$ cat config.mk
export PLATFORM = sky130hd
export DESIGN_NAME = tdm_demux4
export DESIGN_NICKNAME = d
export VERILOG_FILES = /design/src/rtl/tdm_demux4.sv
export SDC_FILE = /design/constraint.sdc
export NUM_CORES = 1
export LEC_CHECK = 0
export ABC_AREA = 1
export BUFFER_PORTS_ARGS = -buffer_cell sky130_fd_sc_hd__buf_2
export CELL_PAD_IN_SITES_DETAIL_PLACEMENT = 0
export CELL_PAD_IN_SITES_GLOBAL_PLACEMENT = 1
export CORE_MARGIN = 10
export CORE_UTILIZATION = 39
export CTS_BUF_LIST = sky130_fd_sc_hd__clkbuf_8
export DETAILED_ROUTE_END_ITERATION = 7
export PLACE_DENSITY_LB_ADDON = 0.3
export SKIP_CTS_REPAIR_TIMING = 1
export SYNTH_ARGS = -nofsm -noshare
export SYNTH_HDL_FRONTEND = slang
export SYNTH_SLANG_ARGS = --single-unit
export TNS_END_PERCENT = 20
$ cat constraint.sdc
create_clock -name clk -period 2.05 [get_ports clk]
set_clock_uncertainty 0.2 [all_clocks]
set_input_delay 0.1025 -clock clk [delete_from_list [all_inputs] [get_ports clk]]
set_output_delay 0.1025 -clock clk [all_outputs]
set_load 0.05 [all_outputs]
$ cat src/rtl/tdm_demux4.sv
`default_nettype none
// ============================================================================
// Module      : tdm_demux4
// Description : Four-channel TDM receive demultiplexer with SOF-based slot
//               tracking, per-channel strobes and a sticky framing error flag.
//               Define TDM_DEMUX_FRAME_BUF_EN to publish whole frames at ch3.
// Revision    : 1.0 - initial release
// ============================================================================
module tdm_demux4 #(
    parameter int WIDTH = 8
) (
    input  logic             clk,
    input  logic             rst,
    input  logic             in_valid,
    input  logic             in_sof,
    input  logic [WIDTH-1:0] in_data,
    output logic [WIDTH-1:0] y0,
    output logic [WIDTH-1:0] y1,
    output logic [WIDTH-1:0] y2,
    output logic [WIDTH-1:0] y3,
    output logic [3:0]       y_valid,
    output logic             frame_done,
    output logic             locked,
    output logic             sync_err
);

    localparam logic [0:0] S_HUNT   = 1'b0;
    localparam logic [0:0] S_LOCKED = 1'b1;

    logic [0:0]       r_state;
    logic [0:0]       w_next_state;
    logic [1:0]       r_cnt;
    logic [1:0]       w_next_cnt;
    logic             w_accept;
    logic [1:0]       w_ch;
    logic             w_err;
    logic [WIDTH-1:0] r_y0, r_y1, r_y2, r_y3;
    logic [3:0]       r_y_valid;
    logic             r_frame_done;
    logic             r_sync_err;

    always_ff @(posedge clk or posedge rst) begin
        if (rst) begin
            r_state <= S_HUNT;
            r_cnt   <= 2'd0;
        end else begin
            r_state <= w_next_state;
            r_cnt   <= w_next_cnt;
        end
    end

    always_comb begin
        w_next_state = r_state;
        w_next_cnt   = r_cnt;
        w_accept     = 1'b0;
        w_ch         = 2'd0;
        w_err        = 1'b0;
        if (in_valid) begin
            case (r_state)
                S_HUNT: begin
                    if (in_sof) begin
                        w_accept     = 1'b1;
                        w_next_cnt   = 2'd1;
                        w_next_state = S_LOCKED;
                    end
                end
                default: begin
                    if (in_sof) begin
                        // An early SOF resynchronises onto the new frame.
                        w_accept   = 1'b1;
                        w_next_cnt = 2'd1;
                        w_err      = (r_cnt != 2'd0);
                    end else if (r_cnt != 2'd0) begin
                        w_accept   = 1'b1;
                        w_ch       = r_cnt;
                        w_next_cnt = r_cnt + 2'd1;
                    end else begin
                        w_err        = 1'b1;
                        w_next_state = S_HUNT;
                    end
                end
            endcase
        end
    end

    always_comb begin
        locked = (r_state == S_LOCKED);
    end

    always_ff @(posedge clk or posedge rst) begin
        if (rst) begin
            r_sync_err <= 1'b0;
        end else if (w_err) begin
            r_sync_err <= 1'b1;
        end
    end

`ifdef TDM_DEMUX_FRAME_BUF_EN
    logic [WIDTH-1:0] r_sh0, r_sh1, r_sh2;

    // Shadow words need no flush on a framing error: a frame only publishes
    // after ch1 and ch2 have been rewritten in sequence since its ch0.
    always_ff @(posedge clk or posedge rst) begin
        if (rst) begin
            r_sh0        <= '0;
            r_sh1        <= '0;
            r_sh2        <= '0;
            r_y0         <= '0;
            r_y1         <= '0;
            r_y2         <= '0;
            r_y3         <= '0;
            r_y_valid    <= 4'b0000;
            r_frame_done <= 1'b0;
        end else begin
            r_y_valid    <= 4'b0000;
            r_frame_done <= 1'b0;
            if (w_accept) begin
                case (w_ch)
                    2'd0: r_sh0 <= in_data;
                    2'd1: r_sh1 <= in_data;
                    2'd2: r_sh2 <= in_data;
                    default: begin
                        r_y0         <= r_sh0;
                        r_y1         <= r_sh1;
                        r_y2         <= r_sh2;
                        r_y3         <= in_data;
                        r_y_valid    <= 4'b1111;
                        r_frame_done <= 1'b1;
                    end
                endcase
            end
        end
    end
`else
    always_ff @(posedge clk or posedge rst) begin
        if (rst) begin
            r_y0         <= '0;
            r_y1         <= '0;
            r_y2         <= '0;
            r_y3         <= '0;
            r_y_valid    <= 4'b0000;
            r_frame_done <= 1'b0;
        end else begin
            r_y_valid    <= 4'b0000;
            r_frame_done <= 1'b0;
            if (w_accept) begin
                case (w_ch)
                    2'd0:    r_y0 <= in_data;
                    2'd1:    r_y1 <= in_data;
                    2'd2:    r_y2 <= in_data;
                    default: r_y3 <= in_data;
                endcase
                r_y_valid    <= 4'b0001 << w_ch;
                r_frame_done <= (w_ch == 2'd3);
            end
        end
    end
`endif

    assign y0         = r_y0;
    assign y1         = r_y1;
    assign y2         = r_y2;
    assign y3         = r_y3;
    assign y_valid    = r_y_valid;
    assign frame_done = r_frame_done;
    assign sync_err   = r_sync_err;

endmodule
`default_nettype wire

==> results.toml, run 1 <==
[clocking]
cts_buffers = 5
cts_sinks = 40
root_buffer = "clkbuf_8"
cts_tree = "built"
clkTransAtPathRegs_ns = 0.08
clk-insertion-delay-late_ns = 0.29
cts_buffer_depth = 2
cts_max_level = 2

[synth]
synth_top_cell_by_area = "dfrtp_1"
ys_seq_elements = 40
yosysUniqueCellTypes = 18
async_reset_ff_share_pct = 100
syn_area_per_cell_sq_um = 9.31
syn_nets = 196
yosys.area.top_type_share_pct = 59.1
syn_inst = 182
synth_ff_type = "dfrtp_1"
syn_area_sq_um = 1690
ys.warnings.count = 0
synth.area.top_cells = "dfrtp_1 59%, nand2_1 15%, nand4_1 5.9%"
yosysSeqAreaShare_pct = 59.1
synth_edf_count = 0

[detailed_routing]
vias = 1412
post_drt_wl_per_cell_um = 14.8
vias_per_cell = 4.72
antenna_left = 0
finalWirelength_mm = 4.44
drt_iter0_markers = 52
first_pass_iters = 4
drc = 0

[timing]
fin_crit_ns = 1.92
worst_slew_pin_slew_ns = 0.502
period_share_pct = 93.5
fmax_mhz = 522
maxSlewViolCount = 0
finalHoldViolations = 0
max_slew_margin_pct = 66.5
setup_viol = 0

[floorplanning]
die_h_um = 85.9
initial_utilization_pct = 41.2
die_w_um = 85.9
dieArea_sq_um = 7380
io_pins = 51
core_area_sq_um = 4120
fp-row-count = 23

[setup_path]
worstSetupPathType = "flip-flop to flip-flop"
critical_path_required_ns = 2.02
cp-start-kind = "flip-flop"
cp.arrival_ns = 1.89
crit_chain = "inv_1, ha_1, ha_1, nand2_1, nand2_1, o22ai_1, dlygate4sd3_1"
end_kind = "flip-flop"
crit_fanout = 3
max_stage_delay_ns = 0.56
cp_slowest_cell = "dlygate4sd3_1"
ff2ff_path_depth = 7

[cells_and_area]
multiInputGateArea_sq_um = 624
final_common_cell = "nand2_1"
utilization_pct = 55.4
nets = 262
drive_gt1_share_pct = 29.3
antenna_cells = 0
final-seq-area_sq_um = 1000
syn_to_final_growth_pct = 34.6
layout_common_cells = "69 x nand2_1, 50 x buf_2, 40 x dfrtp_1"
nFillCells = 381

[power_and_ir_drop]
power.leakage_nw = 1.30
finalPower_mw = 3.02
ir_drop_mv = 0.941
power_density_nw_per_um2 = 1330

[grt]
grt_usage_pct = 11.9
grt_remaining_overflow = 0
grt_pass1_wl_mm = 7.00
grt_pass1_vias = 1367
antenna_found_initial = 0
grt_max_degree = 41

[flow_run]
max_cap_viol_count = 0

[place]
dp_hpwl_mm = 3.20
globalplace.congestion = 0.823
io_buffers = 50

[worst_hold_path]
hold_depth = 4
hp-class = "input pin to flip-flop"

[run_status]
status = "finished, final reports clean"
==> critical path: cells and delay by family, from the launching register on <==
kind | cells | cell delay, ns
buffers and inverters | 2 | 0.64
DFF | 1 | 0.39
adders and majority gates | 2 | 0.36
and+or+nand+nor | 2 | 0.15
AOI/OAI and AO/OA | 1 | 0.07
==> sequential cells by signal (all words and copies together), names as in the netlist <==
register / cells
y0: 8
sync_err: 1
locked: 1
y3: 8
y1: 8
y_valid: 3
frame_done: 1
y2: 8
r_cnt: 2
==> per-stage QoR <==
stage | std cells | hold WS, ns | setup TNS (ns) | setup slack, ns | instance area, sq um
2_1_floorplan | 182 | 0.00148 | 0 | 0.248 | 1690
3_3_place_gp | 280 | 0.0507 | 0 | 0.0840 | 2010
3_5_place_dp | 280 | 0.0568 | 0 | 0.0328 | 2010
4_1_cts | 288 | -0.262 | 0 | 0.0190 | 2140
5_1_grt | 299 | 0.0706 | -0.000283 | -0.000283 | 2280
6_report | 299 | 0.00124 | 0 | 0.134 | 2280
==> layer usage <==
layer | routed length (um) | GRT usage (%) | vias to the layer above
li1 | - | - | 725
met3 | 284 | 5.39 | 2
met4 | 19 | 3.14 | 0
met2 | 2060 | 18.5 | 30
met5 | 0 | 0 | -
met1 | 2070 | 14.6 | 655
==> cell usage after synthesis, types with 2 or more instances <==
library cell   n
buf_2          3
nor2_1         3
buf_4          3
nand3_1       19
nand2_1       69
inv_1         13
ha_1           2
dfrtp_1       40
nand4_1       16
nand3_2        6
==> worst paths after layout <==
check | start | end | slack (ns)
worst max-delay path | r_cnt[1]$_DFFE_PP0P_ | locked$_DFFE_PP0P_ | 0.13
worst min register to register | y3[1]$_DFFE_PP0P_ | y3[1]$_DFFE_PP0P_ | 0.27
worst min-delay path | in_sof | r_cnt[1]$_DFFE_PP0P_ | 0.001
min in group asynchronous | rst | y3[0]$_DFFE_PP0P_ | 0.28
worst max register to register | r_cnt[1]$_DFFE_PP0P_ | locked$_DFFE_PP0P_ | 0.13
max in group asynchronous | rst | y1[2]$_DFFE_PP0P_ | 1.02
==> kinds of logic (layout without fill, tap and decap cells) <==
family	count (synthesis)	after routing	synth area share [%]
fa+ha+maj	2	2	1.48
compound gates	4	4	1.40
buf+inv	21	88	5.98
simple gates	115	115	32.1
flops	40	40	59.1
==> final cells by class <==
type                            count  share of cell area, %
Sequential cell                    40                   43.9
Timing Repair Buffer               67                   18.3
Multi-Input combinational cell    121                   27.4
Inverter                           13                   2.14
Tap cell                           50                   2.74
Clock buffer                        7                   4.22
Clock inverter                      1                   1.32
==> where the power goes <==
group          switching, mW  internal [mW]
clock network          0.261          0.429
registers              0.100          0.981
logic                  0.979          0.274
total                   1.34           1.68
Note: power is estimated with default switching activity, not from simulation.
==> run 2, diff against run 1 <==
--- a/config.mk
+++ b/config.mk
@@ -10,9 +10,10 @@
 export CELL_PAD_IN_SITES_DETAIL_PLACEMENT = 0
 export CELL_PAD_IN_SITES_GLOBAL_PLACEMENT = 1
 export CORE_MARGIN = 10
-export CORE_UTILIZATION = 39
+export CORE_UTILIZATION = 35
 export CTS_BUF_LIST = sky130_fd_sc_hd__clkbuf_8
 export DETAILED_ROUTE_END_ITERATION = 7
+export GPL_ROUTABILITY_DRIVEN = 0
 export PLACE_DENSITY_LB_ADDON = 0.3
 export SKIP_CTS_REPAIR_TIMING = 1
 export SYNTH_ARGS = -nofsm -noshare
==> constraint.sdc (replaced) <==
create_clock -name clk -period 1.6 [get_ports clk]
set_clock_uncertainty 0.2 [all_clocks]
set_input_delay 0.08 -clock clk [delete_from_list [all_inputs] [get_ports clk]]
set_output_delay 0.08 -clock clk [all_outputs]
set_load 0.05 [all_outputs]
==> run 2 against run 1 <==
Effect of this change: the run now ends with negative hold slack, negative setup slack left; count of clock-buffer cells in the layout down 2; combinational power rose by 41%; non-clock buffer count rose by 19; utilization down 1.5 points; die area up 8.7%; critical path depth is 4 higher; routed wire length up 8.8%; largest power group unchanged; highest routed layer unchanged.
==> results.toml, run 2 (same netlist as run 1, synthesis figures left out) <==
[timing]
holdWs_ns = -0.113
rsz0062_at_grt = "yes"
worst_slack_ns = -0.180
maxSlewViolCount = 0
fmax_mhz = 562
fin_crit_ns = 1.78
worst_slew_pin_slew_ns = 0.500
setup_tns_ns = -4.32
setup_viol = 34
period_share_pct = 111
max_slew_margin_pct = 66.7
finalHoldViolations = 6

[place]
dp_hpwl_mm = 3.34
post_dp_cell_area_sq_um = 2160
placed_cells = 292
io_buffers = 50

[clocking]
cts_sinks = 40
cts_buffers = 5
cts_max_level = 2
clkTransAtPathRegs_ns = 0.07
root_buffer = "clkbuf_8"
cts_buffer_depth = 2
clk-insertion-delay-late_ns = 0.30
cts_tree = "built"

[detailed_routing]
drt_iter0_markers = 43
finalWirelength_mm = 4.83
vias_per_cell = 4.69
drc = 0
post_drt_wl_per_cell_um = 15.0
vias = 1516
antenna_left = 0
first_pass_iters = 4

[setup_path]
cp_slowest_cell = "dfrtp_1"
reg2reg_slack_ns = -0.18
reg2reg_to = "frame_done$_DFF_PP0_"
ff2ff_path_depth = 11
worstSetupPathType = "flip-flop to flip-flop"
timing.rr.start = "r_cnt[0]$_DFFE_PP0P_"
cp-start-kind = "flip-flop"
end_kind = "flip-flop"
cp.arrival_ns = 1.82
critical_path_required_ns = 1.64
max_stage_delay_ns = 0.36
crit_chain = "inv_2, ha_4, ha_4, nand2_2, nand2_2, nor2_4, buf_12, nand3_4, buf_6, buf_4, inv_1"
crit_fanout = 7

[cells_and_area]
nets = 282
final_area_sq_um = 2530
nFillCells = 443
antenna_cells = 0
drive_gt1_share_pct = 40.1
syn_to_final_growth_pct = 49.3
utilization_pct = 53.9
finalNonFillerCells = 323
layout_common_cells = "61 x nand2_1, 50 x buf_2, 39 x dfrtp_1"
final_common_cell = "nand2_1"

[floorplanning]
dieArea_sq_um = 8020
fp-row-count = 25
die_w_um = 89.6
io_pins = 51
die_h_um = 89.6
core_area_sq_um = 4690
initial_utilization_pct = 36.1

[worst_hold_path]
hold_depth = 3
hold-path-endpoint = "y1[0]$_DFFE_PP0P_"
hp-class = "input pin to flip-flop"
min_from = "in_data[0]"

[grt]
grt_pass1_vias = 1435
grt_usage_pct = 11.7
grt_pass1_wl_mm = 7.18
antenna_found_initial = 0
grt_remaining_overflow = 0
grt_max_degree = 41

[power_and_ir_drop]
power.leakage_nw = 1.41
power_density_nw_per_um2 = 1500
ir_drop_mv = 0.674

[flow_run]
max_cap_viol_count = 0

[run_status]
status = "finished, violations left"
violations = "negative hold slack, negative setup slack"
-- run 2: where the power goes --
part	switching (mW)	leakage [nW]	total (mW)	internal, mW
combinational	1.30	0.848	1.76	0.467
sequential	0.139	0.515	1.40	1.26
clock	0.340	0.0505	0.633	0.293
-- run 2: critical path: cells and delay by family (launching register included) --
kind,cells,cell delay [ns]
adder cells (fa/ha/maj),2,0.31
buffers and inverters,5,0.51
flip-flops,1,0.36
AND/OR/NAND/NOR,4,0.34
-- run 2: how the worst max path moves through the flow --
| stage | cells after the start | endpoint | slack, ns | start |
|---|---|---|---|---|
| 3_3_place_gp | 10 | y2[5]$_DFFE_PP0P_ | -0.14 | r_cnt[0]$_DFFE_PP0P_ |
| 3_5_place_dp | 10 | y2[1]$_DFFE_PP0P_ | -0.18 | r_cnt[0]$_DFFE_PP0P_ |
| 2_1_floorplan | 10 | y1[0]$_DFFE_PP0P_ | -0.09 | r_cnt[1]$_DFFE_PP0P_ |
| 5_1_grt | 10 | y2[0]$_DFFE_PP0P_ | -0.24 | r_cnt[0]$_DFFE_PP0P_ |
| 6_report | 11 | frame_done$_DFF_PP0_ | -0.18 | r_cnt[0]$_DFFE_PP0P_ |
| 4_1_cts | 10 | y2[1]$_DFFE_PP0P_ | -0.19 | r_cnt[0]$_DFFE_PP0P_ |
-- run 2: per-stage QoR --
step           hold slack, ns  setup WS (ns)  power [mW]
2_1_floorplan         -0.0247        -0.0859        2.62
3_3_place_gp           0.0337         -0.140        3.07
3_5_place_dp           0.0370         -0.182        3.08
4_1_cts                -0.282         -0.192        3.72
5_1_grt               -0.0947         -0.243        4.01
6_report               -0.113         -0.180        3.79
-- run 2: area by class of cell --
type                       count  area, sq um  area share (%)
sequential                    40         1000            39.6
multi-input combinational    122          697            27.6
timing repair buffer          86          632            25.0
clock buffer                   5         68.8            2.72
tap                           54         67.6            2.67
inverter                      13         48.8            1.93
clock inverter                 3         12.5           0.495
-- run 2: per-layer routing --
metal / vias to the layer above / wire (um) / share of wire, % / global-route usage [%]
met5: - / 0 / 0 / 0
met4: 0 / 60 / 1.2 / 4.34
met3: 7 / 250 / 5.2 / 3.88
met2: 28 / 2320 / 48 / 19.4
met1: 712 / 2200 / 46 / 13.9
li1: 769 / - / - / -
